## config.mk

```make
export PLATFORM = sky130hd
export DESIGN_NAME = shift_ser_flat
export DESIGN_NICKNAME = d
export VERILOG_FILES = /design/src/rtl/shift_ser_pkg.sv /design/src/rtl/shift_ser_if.sv /design/src/rtl/shift_ser_bit_cnt.sv /design/src/rtl/shift_ser.sv /design/src/flat_wrapper.sv
export SDC_FILE = /design/constraint.sdc
export NUM_CORES = 1
export LEC_CHECK = 0
export ABC_AREA = 1
export ABC_CLOCK_PERIOD_IN_PS = 2700
export BUFFER_PORTS_ARGS = -buffer_cell sky130_fd_sc_hd__buf_2
export CORE_MARGIN = 3
export CORE_UTILIZATION = 50
export DETAILED_ROUTE_END_ITERATION = 7
export PLACE_DENSITY = 0.76
export SYNTH_ARGS = -nofsm -noshare
export SYNTH_HDL_FRONTEND = slang
export SYNTH_SLANG_ARGS = --single-unit
```

## constraint.sdc

```tcl
create_clock -name clk -period 2.7 [get_ports clk]
set_input_delay 0.135 -clock clk [delete_from_list [all_inputs] [get_ports clk]]
set_output_delay 0.135 -clock clk [all_outputs]
set_load 0.01 [all_outputs]
```

## src/rtl/shift_ser_pkg.sv

```systemverilog
// Shared definitions for the shift_ser parallel-in/serial-out block.
// Holds the state encoding and the idle level of the serial line.
package shift_ser_pkg;

  localparam logic ST_IDLE   = 1'b0;
  localparam logic ST_SHIFT  = 1'b1;
  localparam logic SOUT_IDLE = 1'b1;

  typedef enum logic {
    StIdle  = ST_IDLE,
    StShift = ST_SHIFT
  } state_e;

endpackage

```

## src/rtl/shift_ser_if.sv

```systemverilog
// Load handshake for shift_ser: an upstream word offered with valid/ready.
//   load_valid : upstream word available (master -> slave)
//   load_data  : W-bit word to serialise (master -> slave)
//   load_ready : slave can accept a word (slave -> master)
interface shift_ser_if #(
  parameter int unsigned W = 8
);

  logic         load_valid;
  logic [W-1:0] load_data;
  logic         load_ready;

  modport master (
    output load_valid,
    output load_data,
    input  load_ready
  );

  modport slave (
    input  load_valid,
    input  load_data,
    output load_ready
  );

endinterface

```

## src/rtl/shift_ser_bit_cnt.sv

```systemverilog
// Enabled, synchronously clearable bit counter for shift_ser.
//   clk, rst_n : clock and asynchronous active-low reset
//   clr_i      : synchronous clear to zero (wins over e_i)
//   e_i        : advance one count; wraps to zero after W-1
//   cnt_o      : current count, 0 .. W-1
//   last_o     : high when cnt_o == W-1
module shift_ser_bit_cnt #(
  parameter int unsigned W    = 8,
  parameter int unsigned CntW = $clog2(W)
) (
  input  logic            clk,
  input  logic            rst_n,
  input  logic            clr_i,
  input  logic            e_i,
  output logic [CntW-1:0] cnt_o,
  output logic            last_o
);

  localparam logic [CntW-1:0] CntMax = CntW'(W - 1);

  logic [CntW-1:0] cnt_q, cnt_d;

  assign last_o = (cnt_q == CntMax);
  assign cnt_o  = cnt_q;

  always_comb begin
    cnt_d = cnt_q;
    if (clr_i) begin
      cnt_d = '0;
    end else if (e_i) begin
      cnt_d = last_o ? '0 : cnt_q + CntW'(1);
    end
  end

  always_ff @(posedge clk or negedge rst_n) begin
    if (!rst_n) begin
      cnt_q <= '0;
    end else begin
      cnt_q <= cnt_d;
    end
  end

endmodule

```

## src/rtl/shift_ser.sv

```systemverilog
// Parallel-in, serial-out shifter. Accepts a W-bit word over load_if and
// shifts it out on sout_o, one bit per e_i tick, then pulses done_o.
//   clk, rst_n : clock and asynchronous active-low reset
//   e_i        : shift tick, only honoured while shifting
//   clr_i      : synchronous abort back to idle, no done pulse
//   load_if    : valid/ready word handshake (slave side)
//   sout_o     : serial data, idles high
//   busy_o     : high while a word is being shifted
//   done_o     : one-cycle pulse once the last bit has completed
module shift_ser
  import shift_ser_pkg::*;
#(
  parameter int unsigned W         = 8,
  parameter bit          MSB_FIRST = 1'b0
) (
  input  logic        clk,
  input  logic        rst_n,
  input  logic        e_i,
  input  logic        clr_i,
  shift_ser_if.slave  load_if,
  output logic        sout_o,
  output logic        busy_o,
  output logic        done_o
);

  localparam int unsigned     CntW   = $clog2(W);
  localparam logic [CntW-1:0] CntMax = CntW'(W - 1);

  state_e          state_q, state_d;
  logic [W-1:0]    sr_q, sr_d;
  logic            sout_q, sout_d;
  logic            done_q, done_d;
  logic [CntW-1:0] cnt;
  logic            cnt_last;
  logic            cnt_en;
  logic            first_bit;
  logic            next_bit;
  logic [W-1:0]    sr_shifted;

  // The counter only advances on ticks taken while shifting; it wraps to zero
  // by itself on the last bit, so it is already zero for the next word.
  assign cnt_en = (state_q == StShift) && e_i;

  shift_ser_bit_cnt #(
    .W    (W),
    .CntW (CntW)
  ) u_bit_cnt (
    .clk    (clk),
    .rst_n  (rst_n),
    .clr_i  (clr_i),
    .e_i    (cnt_en),
    .cnt_o  (cnt),
    .last_o (cnt_last)
  );

  // Output end of the register is bit 0 (LSB first) or bit W-1 (MSB first);
  // the register moves toward that end and fills the vacated slot with 0.
  assign first_bit  = MSB_FIRST ? load_if.load_data[W-1] : load_if.load_data[0];
  assign next_bit   = MSB_FIRST ? sr_q[W-2] : sr_q[1];
  assign sr_shifted = MSB_FIRST ? (sr_q << 1) : (sr_q >> 1);

  always_comb begin
    state_d = state_q;
    sr_d    = sr_q;
    sout_d  = sout_q;
    done_d  = 1'b0;
    if (clr_i) begin
      state_d = StIdle;
      sout_d  = SOUT_IDLE;
    end else begin
      unique case (state_q)
        StIdle: begin
          if (load_if.load_valid) begin
            sr_d    = load_if.load_data;
            sout_d  = first_bit;
            state_d = StShift;
          end
        end
        StShift: begin
          if (e_i) begin
            if (cnt_last) begin
              state_d = StIdle;
              sout_d  = SOUT_IDLE;
              done_d  = 1'b1;
            end else begin
              sr_d   = sr_shifted;
              sout_d = next_bit;
            end
          end
        end
        default: state_d = StIdle;
      endcase
    end
  end

  always_ff @(posedge clk or negedge rst_n) begin
    if (!rst_n) begin
      state_q <= StIdle;
      sr_q    <= '0;
      sout_q  <= SOUT_IDLE;
      done_q  <= 1'b0;
    end else begin
      state_q <= state_d;
      sr_q    <= sr_d;
      sout_q  <= sout_d;
      done_q  <= done_d;
    end
  end

  assign load_if.load_ready = (state_q == StIdle);
  assign busy_o             = (state_q == StShift);
  assign sout_o             = sout_q;
  assign done_o             = done_q;

  cnt_in_range: assert property (@(posedge clk) disable iff (!rst_n) cnt <= CntMax);
  cnt_zero_idle: assert property (@(posedge clk) disable iff (!rst_n)
                                  (state_q == StIdle) |-> (cnt == '0));

endmodule
```

## src/flat_wrapper.sv

```systemverilog
// flat-port wrapper written by rule: the top's interface ports become plain ports
module shift_ser_flat import shift_ser_pkg::*;
#(
  parameter int unsigned W         = 8,
  parameter bit          MSB_FIRST = 1'b0
)
  (clk, rst_n, e_i, clr_i, sout_o, busy_o, done_o, load_if_load_valid, load_if_load_data, load_if_load_ready);
  shift_ser_if #(.W(W)) load_if_i ();
  input  logic clk;
  input  logic rst_n;
  input  logic e_i;
  input  logic clr_i;
  output logic sout_o;
  output logic busy_o;
  output logic done_o;
  input wire logic [$bits(load_if_i.load_valid)-1:0] load_if_load_valid;
  input wire logic [$bits(load_if_i.load_data)-1:0] load_if_load_data;
  output wire logic [$bits(load_if_i.load_ready)-1:0] load_if_load_ready;
  assign load_if_i.load_valid = load_if_load_valid;
  assign load_if_i.load_data = load_if_load_data;
  assign load_if_load_ready = load_if_i.load_ready;
  shift_ser #(.W(W), .MSB_FIRST(MSB_FIRST)) u_core (.clk(clk), .rst_n(rst_n), .e_i(e_i), .clr_i(clr_i), .load_if(load_if_i), .sout_o(sout_o), .busy_o(busy_o), .done_o(done_o));
endmodule
```

# Yosys cells after proc, flatten, opt, wreduce, memory -nomap -nowiden
# Index checks and enable logic that the tools add are counted.
# Widths: inputs -> output; s select.
# totals
register_bits	14
in_bits	13
wordCells	39
# op_classes
addsub	1
eq_ne	6
n_mux	21
bitwise	2
n_reduce_logical	4
# ops
cell	n
$mux 8	3
$pmux 8 s2	1
$mux 1	12
$mux 3	3
$ne 2x2->1 const B	3
$ne 3x3->1 const B	2
$pmux 1 s2	2
$reduce_and 4->1	1
$add 3x1->3 const B	1
$eq 3x3->1 const B	1
$not 1->1	2
$reduce_and 2->1	1
$reduce_bool 2->1	1
$logic_and 1x1->1	1

# Depth between registers and ports, before layout
# depth
ltp_word	5
depth_mapped	6

# Hierarchy
# From an unflattened synthesis, not the netlist that was laid out.
# unflattened
hier_cells	89
area_unflattened_um2	684.4
# modules_own_cells
mod	n_inst	cells_each	area_each_um2
shift_ser	1	72	533.0
shift_ser_bit_cnt	1	17	151.4

# Least setup slack after synthesis
# OpenSTA, ideal clock, no wires.
# synth_path
path_type	register -> register
startpoint	register u_core.u_bit_cnt.cnt_q[0], in the netlist u_core.u_bit_cnt.cnt_o[0]
endpoint	register u_core.sr_q[7]
arrival_ns	1.233
required_time_ns	2.583
setup_slack_ns	1.350
path_stages_with_launch	7
synth_period_minus_slack_ns	1.350
cell_sequence	dfrtp_1 > ha_1 > ha_1 > a21oi_4 > nand2_4 > nand2_1 > nand2_1
# synth_via
elab_chain_cells	3
# synth_lines
item	line_no	source
from (decl)	shift_ser_bit_cnt.sv:21	logic [CntW-1:0] cnt_q, cnt_d;
from (signal assigned)	shift_ser_bit_cnt.sv:39	cnt_q <= cnt_d;
$eq 3x3->1	shift_ser_bit_cnt.sv:23	assign last_o = (cnt_q == CntMax);
$ne 2x2->1 (no source line)	--	
$reduce_and 4->1 (no source line)	--	
to (signal assigned)	shift_ser.sv:104	sr_q <= sr_d;
to (decl)	shift_ser.sv:30	logic [W-1:0] sr_q, sr_d;
# No other way between the ends.
# A chain may end at the register's enable or synchronous reset.

# Worst setup path after layout
# layout_path
startpoint	register u_core.u_bit_cnt.cnt_q[0], in the netlist u_core.u_bit_cnt.cnt_o[0]
endpoint	register u_core.sr_q[6]
# Same word-level chain as after synthesis.

==> impl_results.md <==
* Outcome: completed
* P_int at 308 µW
* Sw Share at 29.3%
* Setup-failing EPs final at 0
* Total die area at approximately 1900 µm²
* Worst Path Required at 2860 ps
* Area growth, synth to finish at 17.7%
* DRC violations left at 0
* CTS Buf Count at 3
* Total grt overflow at 0
* Startpoint Class: flip-flop
* Vias in the first global route at between 500 and 600
* Synth Area per Inst at 7.95 µm²
* Power, Total at around 440 µW
* Post-synth EDFFs at 0
* N_diodes at 0
* Comb pwr share at 18.1%
* Gpl congestion at between 0.7 and 0.8
* Layout cell share with drive strength beyond 1 at 24.3%
* Final Max Tran Viols at 0
* HP Class: input pin to flip-flop
* Sequential-to-total area share from yosys stat at a little under half
* Row count at 12
* CTS H-tree depth at 1
* Yosys top cell area share at 43.4%
* First-pass GRT wire length at approximately 2400 µm
* Die Span X at 43.2 µm
* Crit path time final at 1500 ps
* Area leader, netlist: dfrtp_1
* WL final at roughly 1400 µm
* Worst-case clock buffer depth at 2
* Slew of the pin with the lowest slew margin at slightly below 500 ps
* Post-Syn Area at 692 µm²
* IO buf count at 16
* Initial Util at between 50% and 60%
* Later-pin clock latency in the skew report at about 270 ps
* Setup TNS at 0 ps
* Sequential Power Share at a little over half
* Setup Crit Path Kind: flip-flop to flip-flop
* P_leak at 0.484 nW
* Max-cap violations at 0
* Fmax at 668 MHz
* I/O Pins at 17
* M3 GR Usage at around 3.4%
* Clk Tree Root Cell: clkbuf_4
* Psw at 127 µW
* Post-Syn Nets at 103
* DR pass1 iterations at 4
* CORE AREA at 1200 µm²
* Grt met1 use at 21.8%
* CTS tree: yes
* Fin Clk Skew at 5.21 ps
* Routed WL per cell at 11.7 µm
* Grt peak-use layer: met2
* Largest net degree at the start of global routing at 14
* Final worst-path cycle share at 55.4%
* Async set or reset register ratio after synthesis at 100%
* Distinct cells, synth at 16
* Final hold vios at 0
* Final #Nets at around 120
* Final ANT Viol Nets at 0
* Sink Count at 13
* Via Count at between 600 and 700
* Most used DFF post-synth: dfrtp_1
* PD cells at 535 nW/µm²
* Clock-pin transition on the worst setup and hold timing paths at 80 ps
* Detailed Route Iter0 Violations at 10
* Synth area leaders: dfrtp_1 43%, nand2_1 23%, nand3_1 8.7%
* Mapped Cells at 87
* Yosys warns at 0
* RSZ-0062 raised after global routing: false
* Initial antenna violation count at 0
* Die H at ~43 µm
* Via density per instance at 5.04
* CP endpoint kind: flip-flop
* Max VDD drop at 287 µV
* Met2 usage at 27.1%
* Max-slew headroom at 67.9%
* Dpl hpwl at 1080 µm
* Yosys reg bits at 13
* Critical path fanouts, max at 8
* GRT Total Usage at 17.4%
* WP data arrival at 1660 ps
* Clk network pwr share at between 20% and 30%
-- cell usage after synthesis (2+ instances only) --
| cell type | n |
|---|---|
| nor2_1 | 4 |
| nand3_1 | 12 |
| nand2_4 | 2 |
| ha_1 | 3 |
| dfrtp_1 | 12 |
| inv_1 | 3 |
| nand2_1 | 42 |
-- sequential cells by signal, indices dropped and copies added (netlist names) --
register / cells
u_core.done_o: 1
u_core.u_bit_cnt.cnt_o: 3
u_core.sout_o: 1
u_core.sr_q: 7
u_core.busy_o: 1
-- stage by stage --
step	instance area, µm²	worst slack (ps)	hold slack, ps	instances	util, %
floorplan	692	1350	-161	87	-
global placement	778	1280	34.7	116	64.8
detailed placement	778	1230	36.4	116	64.8
CTS	815	1210	104	121	67.8
global route	815	1110	113	121	67.8
finish	815	1200	116	121	67.8
-- power by group through the flow --
stage	Combinational [mW]	Clock, mW	Sequential [mW]
2_1_floorplan	0.0547	0	0.235
3_5_place_dp	0.0786	0	0.240
3_3_place_gp	0.0754	0	0.240
4_1_cts	0.0798	0.125	0.237
6_report	0.0789	0.120	0.237
5_1_grt	0.0905	0.133	0.240
-- kinds of logic after synthesis --
logic type	Yosys count	synth area share (%)
buffers and inverters	5	3.80
adder cells (fa/ha/maj)	3	5.43
AO/OA/AOI/OAI	3	3.80
flip-flops	13	47.2
AND/OR/NAND/NOR	63	39.8
-- worst paths after layout --
path / startpoint / end / slack, ps / cells after the start
max: u_core.u_bit_cnt.cnt_o[0] / u_core.sr_q[6] / 1200 / 6
min reg2reg: u_core.sr_q[2] / u_core.sr_q[2] / 480 / 2
min: clr_i / u_core.busy_o / 120 / 2
max in group asynchronous: rst_n / u_core.sout_o / 2150 / 2
min in group asynchronous: rst_n / u_core.sr_q[5] / 270 / 2
max reg2reg: u_core.u_bit_cnt.cnt_o[0] / u_core.sr_q[6] / 1200 / 6
-- cells in the final DEF, fill, tap and decap left out --
cell type / count
nand2_1: 42
buf_2: 16
nand3_1: 12
dfrtp_1: 12
nor2_1: 4
inv_1: 3
ha_1: 3
clkbuf_4: 3
nand2_4: 2
o21ai_0: 1
inv_2: 1
a21oi_4: 1
nand2_2: 1
nand3b_1: 1
or2_2: 1
a21oi_1: 1
clkbuf_1: 1
dlygate4sd3_1: 1
dfstp_2: 1
-- critical path: stages, from the launching register on --
cell     delay, ps
dfrtp_1        400
ha_1           230
ha_1           230
a21oi_4        270
nand2_4        110
nand2_1         80
nand2_1         50
-- repair_timing --
| action | CTS | global route |
|---|---|---|
| setup buffers | 0 | 0 |
| endpoints found under the setup margin | 0 | 0 |
| gates resized for setup | 0 | 0 |
| endpoints found under the hold margin | 12 | 0 |
| hold buffers | 1 | 0 |
-- routing by layer --
metal / vias up / routed length (µm)
met4: 0 / 14
met1: 280 / 654
li1: 316 / -
met5: - / 0
met3: 2 / 80
met2: 12 / 672
-- layout make-up --
cell class | count | area [µm²]
fillers | 106 | 387
multi-input cells | 69 | 339
flip-flops and latches | 13 | 327
repair buffers | 17 | 90.1
clock buffers | 4 | 26.3
well taps | 14 | 17.5
inverters | 4 | 15.0
Note: power is estimated with default switching activity, not from simulation.
